File: src/rtl/piezo_pkg.sv
// Shared piezo note table: nominal full-period counts at 50 MHz and the
// note index / one-hot encoding used by both the tone generator and detector.
package piezo_pkg;

  localparam int NUM_NOTES = 8;

  typedef enum logic [3:0] {
    NOTE_NONE = 4'd0,
    NOTE_C4   = 4'd1,
    NOTE_D4   = 4'd2,
    NOTE_E4   = 4'd3,
    NOTE_F4   = 4'd4,
    NOTE_G4   = 4'd5,
    NOTE_A4   = 4'd6,
    NOTE_B4   = 4'd7,
    NOTE_C5   = 4'd8
  } note_idx_e;

  function automatic logic [31:0] note_period(input int idx);
    case (idx)
      1:       note_period = 32'd191110;
      2:       note_period = 32'd170266;
      3:       note_period = 32'd151685;
      4:       note_period = 32'd143172;
      5:       note_period = 32'd127551;
      6:       note_period = 32'd113636;
      7:       note_period = 32'd101239;
      8:       note_period = 32'd95557;
      default: note_period = 32'd0;
    endcase
  endfunction

  // Generator side: high phase of a square wave for a given note.
  function automatic logic [31:0] note_half_period(input int idx);
    note_half_period = note_period(idx) >> 1;
  endfunction

  function automatic logic [7:0] note_onehot(input logic [3:0] idx);
    if (idx == 4'd0 || idx > 4'd8) begin
      note_onehot = 8'd0;
    end else begin
      note_onehot = 8'd1 << (idx - 4'd1);
    end
  endfunction

  // Window is nominal +/- (nominal >> tol_shift); period_shift rescales the
  // table for a divided clock (0 at 50 MHz).
  function automatic logic [3:0] note_classify(input logic [31:0] meas,
                                               input int tol_shift,
                                               input int period_shift);
    logic [31:0] nom;
    logic [31:0] half;
    note_classify = NOTE_NONE;
    for (int i = 1; i <= NUM_NOTES; i++) begin
      nom  = note_period(i) >> period_shift;
      half = nom >> tol_shift;
      if (meas >= nom - half && meas <= nom + half) begin
        note_classify = 4'(i);
      end
    end
  endfunction

endpackage

File: src/rtl/tone_period_meter.sv
// Synchronizes tone_in, detects its rising edges (3 clk after the input rise)
// and measures the edge-to-edge period with a saturating counter.
module tone_period_meter
  import piezo_pkg::*;
#(
  parameter int CNT_W = 18
) (
  input  logic             clk,
  input  logic             rst,
  input  logic             tone_in,
  output logic             edge_pulse,
  output logic [CNT_W-1:0] meas,
  output logic             sat
);

  localparam logic [CNT_W-1:0] CNT_MAX = '1;
  localparam logic [CNT_W-1:0] CNT_ONE = {{(CNT_W-1){1'b0}}, 1'b1};

  logic             meta_q, meta_d;
  logic             sync_q, sync_d;
  logic             prev_q, prev_d;
  logic             edge_q, edge_d;
  logic [CNT_W-1:0] cnt_q, cnt_d;

  always_comb begin
    meta_d = tone_in;
    sync_d = meta_q;
    prev_d = sync_q;
    edge_d = sync_q & ~prev_q;
    if (edge_q) begin
      cnt_d = '0;
    end else if (cnt_q == CNT_MAX) begin
      cnt_d = CNT_MAX;
    end else begin
      cnt_d = cnt_q + CNT_ONE;
    end
  end

  always_ff @(posedge clk or posedge rst) begin
    if (rst) begin
      meta_q <= 1'b0;
      sync_q <= 1'b0;
      prev_q <= 1'b0;
      edge_q <= 1'b0;
      cnt_q  <= '0;
    end else begin
      meta_q <= meta_d;
      sync_q <= sync_d;
      prev_q <= prev_d;
      edge_q <= edge_d;
      cnt_q  <= cnt_d;
    end
  end

  // A pulse landing on a saturated counter reports the saturated value.
  assign meas       = (cnt_q == CNT_MAX) ? CNT_MAX : cnt_q + CNT_ONE;
  assign sat        = (cnt_q == CNT_MAX);
  assign edge_pulse = edge_q;

endmodule

File: src/rtl/tone_detector.sv
// Piezo tone detector: classifies each measured period against the note table
// and locks a note once two consecutive periods agree.
module tone_detector
  import piezo_pkg::*;
#(
  parameter int TOL_SHIFT    = 6,
  parameter int CNT_W        = 18,
  parameter int PERIOD_SHIFT = 0
) (
  input  logic             clk,
  input  logic             rst,
  input  logic             tone_in,
  output logic [7:0]       note,
  output logic             note_valid,
  output logic [CNT_W-1:0] period,
  output logic             period_stb
);

  localparam logic [1:0] IDLE   = 2'd0;
  localparam logic [1:0] ARMED  = 2'd1;
  localparam logic [1:0] LOCKED = 2'd2;

  logic             edge_pulse;
  logic             sat;
  logic [CNT_W-1:0] meas;
  logic [3:0]       cls;

  logic [1:0]       state_q, state_d;
  logic [3:0]       cand_q, cand_d;
  logic [7:0]       note_q, note_d;
  logic             valid_q, valid_d;
  logic [CNT_W-1:0] period_q, period_d;
  logic             stb_q, stb_d;

  tone_period_meter #(
    .CNT_W(CNT_W)
  ) u_meter (
    .clk       (clk),
    .rst       (rst),
    .tone_in   (tone_in),
    .edge_pulse(edge_pulse),
    .meas      (meas),
    .sat       (sat)
  );

  assign cls = note_classify(32'(meas), TOL_SHIFT, PERIOD_SHIFT);

  always_comb begin
    state_d  = state_q;
    cand_d   = cand_q;
    note_d   = note_q;
    valid_d  = valid_q;
    period_d = period_q;
    stb_d    = 1'b0;
    // Edge pulse outranks saturation; a saturated measurement simply classifies as no note.
    if (edge_pulse) begin
      case (state_q)
        IDLE: begin
          state_d = ARMED;
          cand_d  = NOTE_NONE;
        end
        ARMED: begin
          stb_d    = 1'b1;
          period_d = meas;
          if (cls == cand_q && cand_q != NOTE_NONE) begin
            state_d = LOCKED;
            note_d  = note_onehot(cand_q);
            valid_d = 1'b1;
          end else begin
            cand_d = cls;
          end
        end
        LOCKED: begin
          stb_d    = 1'b1;
          period_d = meas;
          if (cls != cand_q) begin
            state_d = ARMED;
            cand_d  = cls;
            note_d  = 8'd0;
            valid_d = 1'b0;
          end
        end
        default: begin
          state_d = IDLE;
          cand_d  = NOTE_NONE;
          note_d  = 8'd0;
          valid_d = 1'b0;
        end
      endcase
    end else if (sat) begin
      state_d = IDLE;
      note_d  = 8'd0;
      valid_d = 1'b0;
    end
  end

  always_ff @(posedge clk or posedge rst) begin
    if (rst) begin
      state_q  <= IDLE;
      cand_q   <= NOTE_NONE;
      note_q   <= 8'd0;
      valid_q  <= 1'b0;
      period_q <= '0;
      stb_q    <= 1'b0;
    end else begin
      state_q  <= state_d;
      cand_q   <= cand_d;
      note_q   <= note_d;
      valid_q  <= valid_d;
      period_q <= period_d;
      stb_q    <= stb_d;
    end
  end

  assign note       = note_q;
  assign note_valid = valid_q;
  assign period     = period_q;
  assign period_stb = stb_q;

endmodule

File: config.mk
export PLATFORM = sky130hd
export DESIGN_NAME = tone_detector
export DESIGN_NICKNAME = d
export VERILOG_FILES = /design/src/rtl/piezo_pkg.sv /design/src/rtl/tone_period_meter.sv /design/src/rtl/tone_detector.sv
export SDC_FILE = /design/constraint.sdc
export NUM_CORES = 1
export LEC_CHECK = 0
export CORE_ASPECT_RATIO = 1.4
export CORE_MARGIN = 5
export CORE_UTILIZATION = 60
export CTS_CLUSTER_SIZE = 14
export DETAILED_ROUTE_END_ITERATION = 8
export PLACE_DENSITY = 0.91
export SYNTH_ARGS = -nofsm -noshare
export SYNTH_HDL_FRONTEND = slang
export SYNTH_SLANG_ARGS = --single-unit
export TNS_END_PERCENT = 10
File: constraint.sdc
create_clock -name clk -period 5.3 [get_ports clk]
set_input_delay 1.06 -clock clk [delete_from_list [all_inputs] [get_ports clk]]
set_output_delay 1.06 -clock clk [all_outputs]
set_load 0.05 [all_outputs]
==> summary.log <==
INFO  run_status     status=finished clean
INFO  global_route   initial_antenna_violation_count=0
INFO  clocking       clock_path_buffers=2
INFO  global_route   grt_util_met2=0.549
INFO  place          routabilityCongestion=0.999
INFO  timing         fin_tns_setup=0ns
INFO  synthesis      asr_flop_ratio_synth=1.00
INFO  synthesis      yosysWarningCount=0
INFO  synthesis      post_synth_num_cell_types=79
INFO  setup_path     critPathSlowestCell=sky130_fd_sc_hd__a211oi_1
INFO  timing         report.final.setup_viol=0
INFO  routing        vias_per_cell=6.86
INFO  timing         max_clock_freq=204MHz
INFO  cells_and_area postLayoutCoreUtil=0.678
INFO  floorplan      num_rows=36
INFO  cells_and_area insertedDiodeCount=0
INFO  setup_path     end_kind=flip-flop
INFO  synthesis      synthesis.area=0.00425mm^2
INFO  timing         timing.max_slew.rel_slack=0.242
INFO  floorplan      placeableCoreArea=0.00694mm^2
INFO  floorplan      top_level_i_o_count=31
INFO  global_route   met3_track_demand_over_resource_in_global_routing=0.0754
INFO  power_and_ir_drop irDropWorstVdd=218uV
INFO  synthesis      sequential_element_share_of_the_synthesized_area=0.330
INFO  global_route   grt_max_degree=57
INFO  worst_hold_path min_from=u_meter.meta_q
INFO  power_and_ir_drop pwr_density_cell=256mW/mm^2
INFO  power_and_ir_drop leakage=0.00177uW
INFO  routing        post_drt_wl_per_cell=22.7um
INFO  global_route   gr-usage-met1=0.410
INFO  clocking       cts_made_buffers=5
INFO  setup_path     r2r-start=u_meter.cnt_q[1]
INFO  cells_and_area layout.nets=533
INFO  routing        detail_route.first_pass.iterations=6
INFO  clocking       cts_sinks=56
INFO  setup_path     worstSetupStartpointType=flip-flop
INFO  floorplan      chipHeight=110um
INFO  setup_path     cp.arrival=5.11ns
INFO  timing         clock-skew-final=0.0236ns
INFO  cells_and_area syn_to_final_growth=10.8%
INFO  setup_path     crit_fanout=14
INFO  routing        drc_errors=0
INFO  place          place_hpwl=10.8mm
INFO  setup_path     timing.reg2reg.worst_path_depth=13
INFO  clocking       tritoncts=yes
INFO  synthesis      synth.net_count=516
INFO  worst_hold_path hold_depth=0
INFO  worst_hold_path worstHoldEndpoint=u_meter.prev_d
INFO  clocking       cts_max_level=2
INFO  timing         finalHoldWorstSlack=0.372ns
INFO  setup_path     critical_path.cell_chain=ha_2 -> nand3_2 -> o21ai_1 -> o211ai_1 -> buf_4 -> a2111oi_0 -> o31ai_1 -> a211oi_1 -> mux2_2 -> a21oi_1 -> or4_4 -> o22a_1 -> mux2_4
INFO  cells_and_area layout-drive-gt1-share=0.112
INFO  routing        routed_wire_length=14.1mm
INFO  routing        final_antenna_net_count=0
INFO  synthesis      synth-edff-count=0
INFO  routing        vias=4,265
INFO  global_route   global_route.overflow_total=0
INFO  floorplan      die-width=81.1um
INFO  timing         fin_crit=4.90ns
INFO  run            max_cap_violations=0
INFO  timing         grt_setup_unrepaired=false
INFO  worst_hold_path worstHoldPathType=flip-flop to flip-flop
INFO  floorplan      initial_standard_cell_utilization_of_the_core=0.612
INFO  setup_path     timing.setup.critical_path_class=flip-flop to flip-flop
INFO  cells_and_area final_cell_area=0.00470mm^2
INFO  timing         finalMaxSlewViolations=0
INFO  setup_path     register_to_register_setup_slack=0.40ns
INFO  timing         worstMarginPinSlew=1.14ns
INFO  synthesis      netlist_instances=509
INFO  synthesis      post_synth.cell_area_avg=8.34um^2
INFO  global_route   grt-busiest-layer=met2
INFO  global_route   global_route.usage.total=0.339
INFO  synthesis      synthesis_stage_register_bit_count=56
INFO  global_route   vias_in_the_first_global_route=4,089
INFO  setup_path     worst_path_largest_cell_delay=0.61ns
INFO  timing         post_route_fraction_of_the_period_consumed_by_the_critical_path=0.924
INFO  global_route   grt_first_pass_wirelength=22.5mm
INFO  floorplan      floorplan.die_area=0.00888mm^2
INFO  routing        drt_iter0_markers=474
INFO  place          dpl-instance-area=0.00458mm^2
INFO  setup_path     regToRegEndpoint=note[2]
INFO  clocking       cts_setup_buffers=0
INFO  timing         final_hold_viol_count=0
INFO  clocking       clock_root_cell=sky130_fd_sc_hd__clkbuf_8
INFO  clocking       clkLatencyLatePin=0.34ns
INFO  setup_path     data_required_time_of_the_critical_path=5.52ns
INFO  synthesis      ys_dominant_reg_cell=sky130_fd_sc_hd__dfrtp_1
INFO  clocking       path_clk_slew=0.12ns
INFO  place          port-buffer-count=30
how the worst max path moves through the flow:
stage	startpoint	to	slack (ns)	cells after the start
2_1_floorplan	u_meter.cnt_q[0]	note[0]	1.41	15
3_3_place_gp	u_meter.cnt_q[1]	note[1]	0.45	13
3_5_place_dp	u_meter.cnt_q[1]	note[2]	0.23	13
4_1_cts	u_meter.cnt_q[1]	note[2]	0.20	13
5_1_grt	u_meter.cnt_q[1]	note[2]	0.08	13
6_report	u_meter.cnt_q[1]	note[2]	0.40	13
state kept, by name (all words and copies together) (netlist names):
name / cells
cand_q: 4
note: 8
note_valid: 1
period: 18
period_stb: 1
state_q: 2
u_meter.cnt_q: 18
u_meter.edge_pulse: 1
u_meter.meta_q: 1
u_meter.prev_d: 1
u_meter.prev_q: 1
power by group:
| part | switching, uW | internal (uW) |
|---|---|---|
| Sequential | 53.8 | 456 |
| Clock | 154 | 144 |
| Combinational | 267 | 131 |
critical path, delay by kind of cell, from the launching register on:
family | cells | cell delay (ns)
AND/OR/NAND/NOR | 2 | 0.46
AO/OA/AOI/OAI | 7 | 2.36
flip-flops | 1 | 0.53
multiplexers | 2 | 0.76
buffers and inverters | 1 | 0.22
adder cells (fa/ha/maj) | 1 | 0.43
cell usage after synthesis (6+ instances only):
library cell / count / area, um^2
sky130_fd_sc_hd__inv_1: 19 / 71.3
sky130_fd_sc_hd__nor2_1: 55 / 206
sky130_fd_sc_hd__dfrtp_1: 56 / 1400
sky130_fd_sc_hd__nand2_1: 53 / 199
sky130_fd_sc_hd__nand3_1: 26 / 130
sky130_fd_sc_hd__nor3_1: 18 / 90.1
sky130_fd_sc_hd__o21ai_0: 39 / 195
sky130_fd_sc_hd__nand4_1: 6 / 37.5
sky130_fd_sc_hd__and4_1: 9 / 78.8
sky130_fd_sc_hd__xnor2_1: 8 / 70.1
sky130_fd_sc_hd__a21oi_1: 23 / 115
sky130_fd_sc_hd__o211ai_1: 8 / 60.1
sky130_fd_sc_hd__a31oi_1: 7 / 43.8
sky130_fd_sc_hd__nand2b_1: 7 / 43.8
sky130_fd_sc_hd__buf_2: 14 / 70.1
sky130_fd_sc_hd__nor4_1: 12 / 75.1
sky130_fd_sc_hd__o22ai_1: 7 / 43.8
sky130_fd_sc_hd__clkbuf_1: 10 / 37.5
stage by stage:
stage          power [uW]  cells  worst slack [ns]
2_1_floorplan         780    509              1.41
3_3_place_gp          899    614             0.446
3_5_place_dp          903    614             0.235
4_1_cts              1200    622             0.198
5_1_grt              1260    622            0.0816
6_report             1200    622             0.404
cell type report:
cell class / count / area (um^2)
multi-input cells: 402 / 2610
fillers: 578 / 2230
flip-flops and latches: 56 / 1400
repair buffers: 42 / 390
well taps: 95 / 119
inverters: 19 / 71.3
clock buffers: 5 / 68.8
clock inverters: 3 / 46.3
cells in the final DEF, fill, tap and decap left out, drive strengths merged, types with 5 or more instances in the layout:
cell	instances
nor2	59
dfrtp	56
nand2	53
o21ai	42
clkdlybuf4s50	30
nand3	28
a21oi	23
nor3	21
inv	20
nor4	15
buf	12
xnor2	10
and4	9
nand4	9
o211ai	8
nand2b	7
a31oi	7
o22ai	7
xor2	7
mux2	7
clkbuf	5
logic make-up after synthesis:
group / share of synthesized area
buffers and inverters: 0.0575
adder cells (fa/ha/maj): 0.0118
AO/OA/AOI/OAI: 0.235
multiplexers: 0.0306
AND/OR/NAND/NOR: 0.293
XOR/XNOR: 0.0421
flip-flops: 0.330
what timing repair did:
action                                  CTS  global route
endpoints found under the setup margin    0            13
hold buffers                              0             0
resized for setup                         0             2
layer usage:
| layer | share of wire | vias up |
|---|---|---|
| met1 | 0.38 | 2012 |
| li1 | - | 1926 |
| met2 | 0.47 | 249 |
| met4 | 0.069 | 0 |
| met3 | 0.079 | 78 |
| met5 | 0 | - |
(Power assumes the default switching activity.)
